### config.mk
export PLATFORM = sky130hd
export DESIGN_NAME = display_scan_sequencer
export DESIGN_NICKNAME = d
export VERILOG_FILES = /design/src/rtl/display_scan_sequencer.sv
export SDC_FILE = /design/constraint.sdc
export NUM_CORES = 1
export LEC_CHECK = 0
export CAP_MARGIN = 30
export CORE_MARGIN = 2
export CORE_UTILIZATION = 55
export CTS_CLUSTER_DIAMETER = 60
export DETAILED_ROUTE_END_ITERATION = 12
export GPL_ROUTABILITY_DRIVEN = 0
export PLACE_DENSITY = 0.82
export SKIP_LAST_GASP = 1
export SYNTH_ARGS = -nofsm -noshare
export SYNTH_HDL_FRONTEND = slang
export SYNTH_SLANG_ARGS = --single-unit
### constraint.sdc
create_clock -name clk_i -period 3.63 [get_ports clk_i]
set_clock_uncertainty 0.05 [all_clocks]
set_input_delay 1.089 -clock clk_i [delete_from_list [all_inputs] [get_ports clk_i]]
set_output_delay 1.089 -clock clk_i [all_outputs]
set_load 0.01 [all_outputs]
### src/rtl/display_scan_sequencer.sv
// Scan counter, character mux and frame-aligned message commit for a 4-digit 7-segment display.
// Optional digit scrolling is enabled by defining DISPLAY_SCROLL_EN.
module display_scan_sequencer #(
    parameter int unsigned PRESCALE      = 4,
    parameter int unsigned SCROLL_FRAMES = 8
) (
    input  logic        clk_i,
    input  logic        reset_ni,
    input  logic        en_i,
    input  logic [15:0] msg_in_i,
    input  logic        msg_valid_i,
    output logic        msg_ready_o,
    output logic [3:0]  count_o,
    output logic [3:0]  char_out_o,
    output logic        frame_tick_o
);

    localparam int unsigned PW = $clog2(PRESCALE) + 1;
    localparam logic [PW-1:0] PrescMax = PW'(PRESCALE - 1);

    if (PRESCALE < 1) begin : gen_bad_prescale
        $error("PRESCALE must be at least 1");
    end
    if (SCROLL_FRAMES < 1) begin : gen_bad_scroll
        $error("SCROLL_FRAMES must be at least 1");
    end

    logic [PW-1:0] presc_q, presc_d;
    logic [3:0]    count_q, count_d;
    logic [15:0]   msg_reg_q, msg_reg_d;
    logic [15:0]   msg_buf_q, msg_buf_d;
    logic          pending_q, pending_d;
    logic          frame_tick_q, frame_tick_d;

    logic step, fb, accept, commit;

    always_comb begin
        step   = en_i && (presc_q == PrescMax);
        fb     = step && (count_q == 4'h0);
        accept = msg_valid_i && !pending_q;
        // Commit sees the old pending flag, so a same-cycle accept waits for the next frame.
        commit = fb && pending_q;
    end

    always_comb begin
        presc_d = presc_q;
        if (step) begin
            presc_d = '0;
        end else if (en_i) begin
            presc_d = presc_q + 1'b1;
        end

        count_d      = step ? count_q - 4'h1 : count_q;
        msg_buf_d    = accept ? msg_in_i : msg_buf_q;
        frame_tick_d = fb;

        pending_d = pending_q;
        if (commit) begin
            pending_d = 1'b0;
        end else if (accept) begin
            pending_d = 1'b1;
        end
    end

`ifdef DISPLAY_SCROLL_EN
    localparam int unsigned FW = $clog2(SCROLL_FRAMES) + 1;
    localparam logic [FW-1:0] FrameMax = FW'(SCROLL_FRAMES - 1);

    logic [FW-1:0] frame_q, frame_d;

    always_comb begin
        frame_d   = frame_q;
        msg_reg_d = msg_reg_q;
        if (commit) begin
            msg_reg_d = msg_buf_q;
            frame_d   = '0;
        end else if (fb) begin
            if (frame_q == FrameMax) begin
                msg_reg_d = {msg_reg_q[11:0], msg_reg_q[15:12]};
                frame_d   = '0;
            end else begin
                frame_d = frame_q + 1'b1;
            end
        end
    end

    always_ff @(posedge clk_i or negedge reset_ni) begin
        if (!reset_ni) begin
            frame_q <= '0;
        end else begin
            frame_q <= frame_d;
        end
    end
`else
    always_comb begin
        msg_reg_d = commit ? msg_buf_q : msg_reg_q;
    end
`endif

    always_ff @(posedge clk_i or negedge reset_ni) begin
        if (!reset_ni) begin
            presc_q      <= '0;
            count_q      <= 4'hF;
            msg_reg_q    <= '0;
            msg_buf_q    <= '0;
            pending_q    <= 1'b0;
            frame_tick_q <= 1'b0;
        end else begin
            presc_q      <= presc_d;
            count_q      <= count_d;
            msg_reg_q    <= msg_reg_d;
            msg_buf_q    <= msg_buf_d;
            pending_q    <= pending_d;
            frame_tick_q <= frame_tick_d;
        end
    end

    // Digit select follows count[3:2] so each character settles a step before its anode lights.
    always_comb begin
        case (count_q[3:2])
            2'b11:   char_out_o = msg_reg_q[15:12];
            2'b10:   char_out_o = msg_reg_q[11:8];
            2'b01:   char_out_o = msg_reg_q[7:4];
            default: char_out_o = msg_reg_q[3:0];
        endcase
    end

    assign msg_ready_o  = ~pending_q;
    assign count_o      = count_q;
    assign frame_tick_o = frame_tick_q;

endmodule

==> metrics.md <==
| Metric | Value |
|---|---|
| Final slew viol count | 0 |
| Final hold vios | 0 |
| Slowest cell on crit path | dfstp_2 |
| Worst path top cell family by delay | flip-flops |
| Initial antenna violation count | 0 |
| Worst vdd ir | approximately 0.37 mV |
| Layout cells sized above 1 | about two fifths |
| Yosys top cell by area | dfrtp_1 |
| Critical Path RT | between 2 and 2.5 ns |
| Antenna-violating nets left | 0 |
| CTS Buf Count | 5 |
| CP Launch Type | flop |
| Detailed-route DRC error count | 0 |
| Worst skew pair latency | approximately 0.35 ns |
| Detailed-route wire length per cell | about 15 um |
| First-pass GRT wire length | 4.726 mm |
| Net Count, Synth | 130 |
| Max clock buf depth | 2 |
| Status | finished clean |
| Type of the tightest min-delay check | flop to flop |
| Max-cap violations | 0 |
| Crit path time final | 3.195 ns |
| Setup_tns | 0 ns |
| Syn Area/Cell | between 15 and 20 um2 |
| TritonCTS clock tree | done |
| Largest net degree at the start of global routing | 42 |
| Die width | slightly above 60 um |
| Ys async rst share | 100.0% |
| Crit Path Class | flop to output pin |
| Most used DFF post-synth | dfrtp_1 |
| Post-synth cell types | 22 |
| Row count | 20 |
| CP Max Fanout | 7 |
| Commonest cells post-synth | 37 x dfrtp_1, 25 x mux2_2, 9 x mux2_4 |
| Power per cell area | 743.1 nW/um2 |
| Max Freq | about 0.31 GHz |
| DRT Pass-1 Iters | 2 |
| I/O pin total | 30 |
| Post-CTS resize count | 0 |
| Die Height | between 60 and 70 um |
| Vias per cell | approximately 5.1 |
| Number of synthesized flops with an enable pin | 0 |
| GRT Total Usage | a little under a fifth |
| RSZ-0062 raised after global routing | false |
| DIE AREA | between 3000 and 4000 um2 |
| Final period utilization | between 80% and 90% |
| Buf/Inv on CP | 1 |
| Post-detail-place hpwl | 2.026 mm |
| Yosys warns | 0 |
| Netlist Area Pre-Place | approximately 1700 um2 |
| CP Capture Type | output pin |
| I/O Buffers | 29 |
| Crit-path cells | mux4_2 -> clkdlybuf4s50_1 |
| Post-CTS Setup Bufs | 0 |
| Post-Syn Instances | roughly 110 |
| Fin nets | about 160 |
| Hold buffer count at cts | 0 |
| Number of synthesized register bits | 41 |
| Worst hold slack | roughly 0.46 ns |
| Via count | 950 |
| Setup Viol. Count Final | 0 |
| Crit path DAT | just over 2 ns |
| Area growth syn-to-layout | 22.19% |
| Global route overflow | 0 |
| Slew margin rel. | a little over two fifths |
| CTS root buf | clkbuf_4 |
| Synth top area share | approximately 53% |
| Vias in the first global route | 1,053 |
| CTS H-tree depth | 2 |
| Clk slew on worst S/H paths | around 0.11 ns |
| Clock Sinks | 41 |
| Initial Utilization | slightly below 60% |
| Count leader, synth | dfrtp_1 |
| Top post-synthesis cells by area | dfrtp_1 53%, mux2_2 16%, mux2_4 7.7% |
| Core area | 3028 um2 |
| P_leak | 0.9736 nW |
| 1st-iter DRT viols | 11 |
| Drt total wl | between 2 and 3 mm |
| Seq/Total Area, Yosys | between 50% and 60% |
| Slew of the pin with the lowest slew margin | approximately 0.86 ns |
| Antenna fix cells | 0 |
| Max incr delay on CP | about 0.67 ns |
[flip-flops by register name, indices dropped and copies added, names as in the netlist]
signal and cells:
count_o 4, frame_tick_o 1, msg_buf_q 16, msg_reg_q 16, pending_q 1, presc_q 3
[cells by family (layout without fill, tap and decap cells)]
logic type | after synthesis | in the layout | synth area share (%)
DFF | 41 | 41 | 58.98
AOI/OAI and AO/OA | 4 | 4 | 1.288
xor gates and xnor gates | 3 | 3 | 1.503
muxes | 38 | 38 | 28.99
buffers and inverters | 9 | 43 | 3.006
and+or+nand+nor | 9 | 9 | 4.081
adders and majority gates | 3 | 3 | 2.148
[layer usage]
| layer | wire length (um) | share of wire [%] | global-route usage [%] | vias to the layer above |
|---|---|---|---|---|
| met5 | 0 | 0 | 0 | - |
| li1 | - | - | - | 445 |
| met4 | 56 | 2.0 | 10.48 | 0 |
| met1 | 1240 | 44 | 22.16 | 479 |
| met3 | 112 | 4.0 | 5.117 | 6 |
| met2 | 1384 | 50 | 31.52 | 20 |
[tightest hold or removal path, cell delays in order (launching register included)]
cell and delay [ns]:
dfstp_2 0.40, nand2_1 0.05, o21ai_0 0.06
[final timing paths]
path / start / end / slack [ns] / cells after the start
max: count_o[3] / char_out_o[1] / 0.44 / 2
min: count_o[1] / count_o[1] / 0.46 / 2
max reg2reg: presc_q[0] / msg_reg_q[14] / 1.87 / 4
min reg2reg: count_o[1] / count_o[1] / 0.46 / 2
max in group asynchronous: reset_ni / msg_reg_q[13] / 2.20 / 1
min in group asynchronous: reset_ni / msg_buf_q[11] / 0.79 / 1
[power by group]
group	switching (mW)	internal, mW
clock network	0.141	0.112
logic	0.176	0.357
registers	0.139	0.663
total	0.455	1.13
[final cells by class]
class | instances | area (um2)
flip-flops and latches | 41 | 1031
fillers | 220 | 892.1
multi-input cells | 57 | 664.4
repair buffers | 31 | 300.3
clock buffers | 7 | 65.06
well taps | 44 | 55.05
inverters | 4 | 15.01
clock inverters | 1 | 5.005
[stage by stage]
stage	cells	total power, mW	cell area, um2	util (%)	setup slack [ns]
floorplan	107	1.141	1748	-	1.290
global placement	177	1.317	2066	68.22	0.8063
detailed placement	177	1.354	2066	68.22	0.7605
CTS	185	1.608	2136	70.54	0.3991
global route	185	1.689	2136	70.54	0.3591
finish	185	1.587	2136	70.54	0.4351
[cell usage in the layout (no fill, tap or decap), types with 3 or more instances in the layout]
cell / n
dfrtp_1: 37
clkdlybuf4s50_1: 28
mux2_2: 25
mux2_4: 9
clkbuf_4: 5
mux4_2: 4
inv_1: 4
dfstp_2: 4
ha_1: 3
(Power assumes the default switching activity.)
